==> config.mk <==
export PLATFORM = sky130hd
export DESIGN_NAME = mem_port_arbiter
export DESIGN_NICKNAME = d
export VERILOG_FILES = /design/src/rtl/mem_port_arbiter_pkg.sv /design/src/rtl/mem_port_arbiter_rr_pick.sv /design/src/rtl/mem_port_arbiter.sv
export SDC_FILE = /design/constraint.sdc
export NUM_CORES = 1
export LEC_CHECK = 0
export CAP_MARGIN = 20
export CORE_UTILIZATION = 45
export DETAILED_ROUTE_END_ITERATION = 16
export PLACE_DENSITY = 0.9
export SYNTH_ARGS = -nofsm -noshare
export SYNTH_HDL_FRONTEND = slang
export SYNTH_SLANG_ARGS = --single-unit
==> constraint.sdc <==
create_clock -name clk -period 5.2 [get_ports clk]
set_clock_uncertainty 0.05 [all_clocks]
set_input_delay 1.56 -clock clk [delete_from_list [all_inputs] [get_ports clk]]
set_output_delay 1.56 -clock clk [all_outputs]
set_load 0.02 [all_outputs]
==> src/rtl/mem_port_arbiter_pkg.sv <==
// Shared types and default configuration for the memory port arbiter.
package mem_port_arbiter_pkg;

    typedef enum logic {
        StIdle = 1'b0,
        StBusy = 1'b1
    } arb_state_e;

    localparam int unsigned DefNumReq        = 4;
    localparam int unsigned DefAddrWidth     = 20;
    localparam int unsigned DefSelBits       = 4;
    localparam int unsigned DefTimeoutCycles = 16;

endpackage

==> src/rtl/mem_port_arbiter_rr_pick.sv <==
// Combinational round-robin selector: first requester at or after (last + 1), with wrap.
module mem_port_arbiter_rr_pick #(
    parameter  int unsigned NumReq = 4,
    localparam int unsigned IdxW   = $clog2(NumReq)
) (
    input  logic [NumReq-1:0] req_i,
    input  logic [IdxW-1:0]   last_i,
    output logic [NumReq-1:0] onehot_o,
    output logic [IdxW-1:0]   idx_o,
    output logic              any_o
);

    logic            found;
    logic [IdxW-1:0] cand;

    always_comb begin
        onehot_o = '0;
        idx_o    = '0;
        found    = 1'b0;
        cand     = '0;
        for (int unsigned k = 1; k <= NumReq; k++) begin
            cand = IdxW'((32'(last_i) + k) % NumReq);
            if (!found && req_i[cand]) begin
                found          = 1'b1;
                idx_o          = cand;
                onehot_o[cand] = 1'b1;
            end
        end
    end

    assign any_o = |req_i;

endmodule

==> src/rtl/mem_port_arbiter.sv <==
// Round-robin owner of a shared memory port with registered address and chip-select decode.
// Optional bus timeout abort is enabled by defining ARB_TIMEOUT_EN.
module mem_port_arbiter
    import mem_port_arbiter_pkg::*;
#(
    parameter int unsigned NUM_REQ        = DefNumReq,
    parameter int unsigned ADDR_WIDTH     = DefAddrWidth,
    parameter int unsigned SEL_BITS       = DefSelBits,
    parameter int unsigned TIMEOUT_CYCLES = DefTimeoutCycles
) (
    input  logic                          clk,
    input  logic                          rst_n,
    input  logic [NUM_REQ-1:0]            req_valid,
    input  logic [NUM_REQ*ADDR_WIDTH-1:0] req_addr,
    output logic [NUM_REQ-1:0]            req_done,
    output logic                          req_err,
    output logic [NUM_REQ-1:0]            grant,
    output logic                          bus_valid,
    output logic [ADDR_WIDTH-1:0]         bus_addr,
    output logic [(1<<SEL_BITS)-1:0]      bus_cs,
    input  logic                          bus_ack
);

    localparam int unsigned IdxW  = $clog2(NUM_REQ);
    localparam int unsigned NumCs = 1 << SEL_BITS;

    arb_state_e              state_q, state_d;
    logic [NUM_REQ-1:0]      grant_q, grant_d;
    logic                    bus_valid_q, bus_valid_d;
    logic [ADDR_WIDTH-1:0]   bus_addr_q, bus_addr_d;
    logic [NumCs-1:0]        bus_cs_q, bus_cs_d;
    logic [NUM_REQ-1:0]      req_done_q, req_done_d;
    logic                    req_err_q, req_err_d;
    logic [IdxW-1:0]         last_q, last_d;
    logic [IdxW-1:0]         owner_q, owner_d;

    logic [NUM_REQ-1:0]      win_onehot;
    logic [IdxW-1:0]         win_idx;
    logic                    win_any;
    logic [ADDR_WIDTH-1:0]   win_addr;
    logic [SEL_BITS-1:0]     win_sel;
    logic [NumCs-1:0]        win_cs;

`ifdef ARB_TIMEOUT_EN
    localparam int unsigned CntW = $clog2(TIMEOUT_CYCLES + 1);
    logic [CntW-1:0] cnt_q, cnt_d;
`else
    logic unused_timeout_cfg;
    assign unused_timeout_cfg = |TIMEOUT_CYCLES;
`endif

    mem_port_arbiter_rr_pick #(
        .NumReq (NUM_REQ)
    ) u_rr_pick (
        .req_i    (req_valid),
        .last_i   (last_q),
        .onehot_o (win_onehot),
        .idx_o    (win_idx),
        .any_o    (win_any)
    );

    always_comb begin
        win_addr         = req_addr[32'(win_idx) * ADDR_WIDTH +: ADDR_WIDTH];
        win_sel          = win_addr[ADDR_WIDTH-1 -: SEL_BITS];
        win_cs           = '0;
        win_cs[win_sel]  = 1'b1;
    end

    always_comb begin
        state_d     = state_q;
        grant_d     = grant_q;
        bus_valid_d = bus_valid_q;
        bus_addr_d  = bus_addr_q;
        bus_cs_d    = bus_cs_q;
        last_d      = last_q;
        owner_d     = owner_q;
        // Completion flags are single-cycle pulses.
        req_done_d  = '0;
        req_err_d   = 1'b0;
`ifdef ARB_TIMEOUT_EN
        cnt_d       = cnt_q;
`endif
        unique case (state_q)
            StIdle: begin
                if (win_any) begin
                    state_d     = StBusy;
                    grant_d     = win_onehot;
                    bus_valid_d = 1'b1;
                    bus_addr_d  = win_addr;
                    bus_cs_d    = win_cs;
                    owner_d     = win_idx;
`ifdef ARB_TIMEOUT_EN
                    cnt_d       = '0;
`endif
                end
            end
            StBusy: begin
                if (bus_ack) begin
                    state_d     = StIdle;
                    req_done_d  = grant_q;
                    last_d      = owner_q;
                    grant_d     = '0;
                    bus_valid_d = 1'b0;
                    bus_cs_d    = '0;
`ifdef ARB_TIMEOUT_EN
                end else if (cnt_q == CntW'(TIMEOUT_CYCLES)) begin
                    state_d     = StIdle;
                    req_done_d  = grant_q;
                    req_err_d   = 1'b1;
                    last_d      = owner_q;
                    grant_d     = '0;
                    bus_valid_d = 1'b0;
                    bus_cs_d    = '0;
                end else begin
                    cnt_d       = cnt_q + 1'b1;
`endif
                end
            end
            default: state_d = StIdle;
        endcase
    end

    always_ff @(posedge clk or negedge rst_n) begin
        if (!rst_n) begin
            state_q     <= StIdle;
            grant_q     <= '0;
            bus_valid_q <= 1'b0;
            bus_addr_q  <= '0;
            bus_cs_q    <= '0;
            req_done_q  <= '0;
            req_err_q   <= 1'b0;
            last_q      <= IdxW'(NUM_REQ - 1);
            owner_q     <= '0;
`ifdef ARB_TIMEOUT_EN
            cnt_q       <= '0;
`endif
        end else begin
            state_q     <= state_d;
            grant_q     <= grant_d;
            bus_valid_q <= bus_valid_d;
            bus_addr_q  <= bus_addr_d;
            bus_cs_q    <= bus_cs_d;
            req_done_q  <= req_done_d;
            req_err_q   <= req_err_d;
            last_q      <= last_d;
            owner_q     <= owner_d;
`ifdef ARB_TIMEOUT_EN
            cnt_q       <= cnt_d;
`endif
        end
    end

    assign grant     = grant_q;
    assign bus_valid = bus_valid_q;
    assign bus_addr  = bus_addr_q;
    assign bus_cs    = bus_cs_q;
    assign req_done  = req_done_q;
    assign req_err   = req_err_q;

endmodule

==> results.tsv, run 1 <==
stage	metric	value	unit
synth	yosys_warnings	0	
timing	min_period_over_period	86.7	%
synth	avgSynthCellArea	9.84	um^2
synth	synth_edf_count	0	
placed_design	dpl-instance-area	4750	um^2
placed_design	portBuffers	131	
synth	synthesis.area	3460	um^2
cells_and_area	fill_cells	557	
die	rows	31	
die	core	7330	um^2
cts	clock_latency	0.30	ns
setup_path	path_class	in -> reg	
cts	cts_tree	built	
timing	max_freq	0.222	GHz
drt	drc_errors	0	
cts	post_cts_buffers	0	
synth	synthXorXnorAreaFrac	0	%
die	die_w	89.7	um
die	die_height	89.7	um
cells_and_area	syn2layout_area_growth	41.7	%
grt	overflow	0	
cells_and_area	drive_above_1_share	12.6	%
die	die-area	8050	um^2
cts	cts_buffers	5	
synth	yosys_register_bits	50	
drt	vias	3142	
synth	synthAdderAreaFrac	2.89	%
min_path	holdPathEnd	bus_addr[13]$_DFFE_PN0P_	
cts	cts-root-buf	clkbuf_8	
setup_path	r2r_end	bus_cs[2]$_DFFE_PN0P_	
flow_run	max-cap-violations	0	
synth	synth_ff_type	dfrtp_1	
drt	wirelength	9270	um
timing	setup_violations	0	
power	power.density	676	nW/um^2
drt	dr.pass1.iters	4	
setup_path	r2r_setup_slack	1.16	ns
cts	clk_pin_slew_worst_paths	0.09	ns
synth	syn_nets	447	
setup_path	cp-end-kind	flip-flop	
drt	viasPerCell	5.53	
synth	seq_area_frac_synth	36.2	%
timing	drv_slew	0	
setup_path	rr_worst_depth	9	
setup_path	cp.required	5.33	ns
min_path	hp-class	reg -> reg	
timing	hold_viol	0	
grt	grt_usage	23.1	%
drt	ant_nets	0	
grt	grt_pass1_vias	3075	
setup_path	critPathArrivalTime	4.64	ns
power	worst_ir_drop_vdd	0.339	mV
cells_and_area	finalNetCount	563	
synth	yosys-top-cells-area	dfrtp_1, mux2i_1, mux2_2	
grt	antenna_found_initial	0	
timing	rsz0062_at_grt	false	
timing	maxSlewHeadroom	28.7	%
synth	synthCells	352	
synth	synthSimpleGateAreaFrac	16.2	%
cells_and_area	diodes	0	
cts	cts_resized	0	
power	leakagePower	2.08	nW
cts	cts_max_level	2	
min_path	min_path_cells	2	
min_path	hp-start	bus_addr[13]$_DFFE_PN0P_	
drt	wl_per_cell	16.3	um
synth	synth-compound-area-share	17.0	%
cts	cts_sinks	50	
synth	synth_cell_types	55	
synth	synth_top_area_share	34.7	%
placed_design	hpwl	7140	um
synth	async_reset_ff_share	100	%
timing	tightest_slew	1.07	ns
grt	grt_max_degree	54	
timing	timing.setup.tns	0	ns
synth	synth_mux_area_share	22.0	%
cells_and_area	stdcell_area	4910	um^2
setup_path	cp-start-kind	input port	
synth	yosysTopAreaCell	dfrtp_1	
setup_path	reg2reg_from	last_q[1]$_DFFE_PN1P_	
cts	clock_path_buffers	2	
cts	cts_hold_buf	0	
synth	synth_top_family_by_area	multiplexers	
timing	final.min_clock_period	4.51	ns
die	ios	133	
die	start_util	47.3	%
drt	drtIter0Drc	119	
setup_path	crit_fanout	21	
grt	grt_pass1_wl	15000	um
outcome	status	finished clean	
placed_design	globalplace.congestion	0.926	
power by group:
group          leakage (nW)  internal [mW]  switching (mW)
Sequential            0.644          0.560           0.112
Clock                0.0683          0.193           0.130
Combinational          1.37           1.07            1.26
sequential cells by signal, summed over array words and instances (netlist names):
name,count
bus_addr,20
bus_cs,16
bus_valid,1
grant,4
last_q,2
owner_q,2
req_done,4
state_q,1
cell type report:
cell class                      count  area (um^2)  area share [%]
Clock buffer                        5         68.8            1.40
Clock inverter                      3         68.8            1.40
Inverter                            4         15.0           0.306
Multi-Input combinational cell    272         2030            41.4
Sequential cell                    50         1250            25.5
Tap cell                           99          124            2.52
Timing Repair Buffer              135         1350            27.5
layout by cell type (no fill, tap or decap), types with 2 or more instances in the layout:
master / Yosys / layout
nor3_2: 2 / 2
mux4_2: 4 / 4
a21oi_1: 5 / 5
a221oi_1: 4 / 4
mux2i_1: 42 / 42
a21o_1: 2 / 2
buf_4: 2 / 3
clkdlybuf4s50_1: 0 / 130
nand3_1: 7 / 7
clkbuf_8: 0 / 5
dfrtp_1: 48 / 48
a22oi_4: 2 / 2
o21ai_0: 15 / 15
or2_4: 2 / 2
nand2_1: 51 / 51
and3_1: 5 / 5
bufinv_16: 0 / 2
nor2_4: 2 / 2
mux2_2: 21 / 21
nor2b_1: 4 / 4
ha_1: 8 / 8
dfstp_2: 2 / 2
or3_1: 3 / 3
a211oi_1: 9 / 9
a31oi_1: 2 / 2
nand2b_1: 3 / 3
a22oi_1: 6 / 6
inv_1: 4 / 4
nor2_1: 11 / 11
and4_1: 4 / 4
o21ai_1: 34 / 34
nor3_1: 2 / 2
cell families after synthesis:
kind of cell | count (synthesis)
and+or+nand+nor | 106
other | 1
buffers and inverters | 30
adders and majority gates | 8
muxes | 68
AOI/OAI and AO/OA | 89
DFF | 50
critical path: stages:
cell and delay [ns]:
clkdlybuf4s50_1 0.69, mux4_2 0.53, or2_4 0.21, nor2_4 0.06, o31ai_4 0.91, a21oi_1 0.13, a22oi_1 0.41, o21ai_1 0.13
synthesized netlist by cell type, types with 6 or more instances:
library cell and n:
mux2i_1 42, buf_2 8, nand2_1 51, nand3_1 7, nor2_1 11, clkbuf_1 11
a211oi_1 9, ha_1 8, dfrtp_1 48, mux2_2 21, a22oi_1 6, o21ai_1 34
o21ai_0 15
how the worst max path moves through the flow:
stage                             from  cells after the start                     end  slack [ns]
after floorplan           req_valid[2]                      9  bus_cs[14]$_DFFE_PN0P_        1.43
after global placement    req_valid[3]                      8   bus_cs[6]$_DFFE_PN0P_        0.58
after detailed placement  req_valid[3]                      8   bus_cs[2]$_DFFE_PN0P_        0.41
after CTS                 req_valid[3]                      8   bus_cs[2]$_DFFE_PN0P_        0.73
after global routing      req_valid[3]                      8   bus_cs[2]$_DFFE_PN0P_        0.53
final                     req_valid[1]                      8   bus_cs[2]$_DFFE_PN0P_        0.69
per-layer routing:
| layer | vias to the layer above | global-route usage [%] | routed length (um) |
|---|---|---|---|
| met2 | 107 | 42.6 | 4940 |
| met3 | 13 | 3.72 | 411 |
| met4 | 0 | 5.74 | 136 |
| met1 | 1515 | 28.0 | 3780 |
| met5 | - | 0 | 0 |
| li1 | 1507 | - | - |
stage by stage:
step                instances  hold WS [ns]  power, mW  setup WS, ns  util (%)
floorplan                 352         0.396       2.40          1.43         -
global placement          559         0.409       2.92         0.579      64.8
detailed placement        559         0.421       2.99         0.409      64.8
CTS                       567         0.441       3.32         0.729      66.7
global route              568         0.453       3.53         0.525      67.0
finish                    568         0.442       3.32         0.692      67.0
Power figures use the tool's default switching activity.
==> run 2, diff against run 1 <==
SLEW_MARGIN = 20   (was unset)
==> results.tsv, run 2 (synthesized netlist as in run 1, its figures left out) <==
stage	metric	value	unit
cells_and_area	finalNetCount	562	
drt	vias	3132	
min_path	hp-start	bus_addr[13]$_DFFE_PN0P_	
placed_design	globalplace.congestion	0.926	
grt	grt_usage	23.1	%
grt	antenna_found_initial	0	
die	die-area	8050	um^2
cts	cts-root-buf	clkbuf_8	
min_path	min_path_cells	2	
timing	max_freq	0.222	GHz
setup_path	cp.required	5.33	ns
timing	setup_violations	0	
outcome	status	finished clean	
power	power.density	678	nW/um^2
setup_path	r2r_end	bus_cs[2]$_DFFE_PN0P_	
setup_path	slowest_delay	0.91	ns
setup_path	reg2reg_from	last_q[1]$_DFFE_PN1P_	
die	start_util	47.3	%
placed_design	portBuffers	131	
die	die_w	89.7	um
drt	wl_per_cell	16.3	um
cts	cts_resized	0	
setup_path	r2r_setup_slack	1.17	ns
cells_and_area	layout_common_cells	clkdlybuf4s50_1, nand2_1, dfrtp_1, mux2i_1, o21ai_1	
drt	ant_nets	0	
cts	cts_hold_buf	0	
timing	maxSlewHeadroom	28.3	%
die	die_height	89.7	um
setup_path	cp-start-kind	input port	
drt	wirelength	9250	um
grt	grt_pass1_wl	15000	um
timing	final.min_clock_period	4.51	ns
die	ios	133	
die	core	7330	um^2
placed_design	place_inst	559	
cts	post_cts_buffers	0	
timing	drv_slew	0	
cts	cts_buffers	5	
power	worst_ir_drop_vdd	0.340	mV
cts	cts_max_level	2	
setup_path	rr_worst_depth	9	
timing	tightest_slew	1.08	ns
timing	timing.setup.tns	0	ns
cts	clock_latency	0.30	ns
setup_path	cp-end-kind	flip-flop	
placed_design	hpwl	7140	um
grt	grt_max_degree	54	
cells_and_area	instances_no_fill	567	
setup_path	critPathArrivalTime	4.64	ns
setup_path	path_class	in -> reg	
grt	grt_pass1_vias	3075	
power	power	3.32	mW
drt	drc_errors	0	
cells_and_area	final_common_cell	clkdlybuf4s50_1	
min_path	holdPathEnd	bus_addr[13]$_DFFE_PN0P_	
cts	cts_tree	built	
die	rows	31	
setup_path	cp_slowest_cell	o31ai_4	
drt	dr.pass1.iters	6	
cells_and_area	diodes	0	
timing	rsz0062_at_grt	false	
drt	viasPerCell	5.52	
flow_run	max-cap-violations	0	
timing	hold_viol	0	
cts	clock_path_buffers	2	
grt	overflow	0	
min_path	hp-class	reg -> reg	
cts	clk_pin_slew_worst_paths	0.09	ns
cells_and_area	largest_reg_flops	20	
cts	cts_sinks	50	
cells_and_area	syn2layout_area_growth	41.2	%
power	leakagePower	2.07	nW
setup_path	path_cells	clkdlybuf4s50_1 -> mux4_2 -> or2_4 -> nor2_4 -> o31ai_4 -> a21oi_1 -> a22oi_1 -> o21ai_1	
drt	drtIter0Drc	101	
timing	min_period_over_period	86.7	%
setup_path	crit_fanout	21	
cells_and_area	drive_above_1_share	12.4	%
==> run 2: metrics by stage <==
| step | util [%] | hold WS, ns | instance area, um^2 | worst slack, ns |
|---|---|---|---|---|
| after floorplan | - | 0.396 | 3460 | 1.43 |
| after global placement | 64.8 | 0.409 | 4750 | 0.579 |
| after detailed placement | 64.8 | 0.421 | 4750 | 0.409 |
| after CTS | 66.7 | 0.441 | 4890 | 0.729 |
| after global routing | 66.7 | 0.453 | 4890 | 0.525 |
| final | 66.7 | 0.442 | 4890 | 0.690 |
==> run 2: critical path, delay by kind of cell <==
family	cells	cell delay [ns]
muxes	1	0.53
buffers and inverters	1	0.69
AOI/OAI and AO/OA	4	1.58
and+or+nand+nor	2	0.27
==> run 2: worst max path at each step <==
stage	start	end	slack [ns]	cells after the start
after floorplan	req_valid[2]	bus_cs[14]$_DFFE_PN0P_	1.43	9
final	req_valid[3]	bus_cs[2]$_DFFE_PN0P_	0.69	8
after global routing	req_valid[3]	bus_cs[2]$_DFFE_PN0P_	0.53	8
after global placement	req_valid[3]	bus_cs[6]$_DFFE_PN0P_	0.58	8
after detailed placement	req_valid[3]	bus_cs[2]$_DFFE_PN0P_	0.41	8
after CTS	req_valid[3]	bus_cs[2]$_DFFE_PN0P_	0.73	8
==> run 2: per-layer routing <==
metal,up-vias,track usage [%],wire (um)
met1,1512,28.0,3780
met4,0,5.74,133
met5,-,0,0
li1,1505,-,-
met3,11,3.72,403
met2,104,42.6,4930
==> run 2: final cells by class <==
cell class	count	area [um^2]
flip-flops and latches	50	1250
repair buffers	134	1330
clock inverters	3	68.8
well taps	99	124
inverters	4	15.0
multi-input cells	272	2030
clock buffers	5	68.8
fillers	558	2440
==> run 2: power breakdown <==
part	switching, mW	total, mW	internal [mW]
Sequential	0.111	0.671	0.560
Combinational	1.25	2.32	1.07
Clock	0.131	0.324	0.193
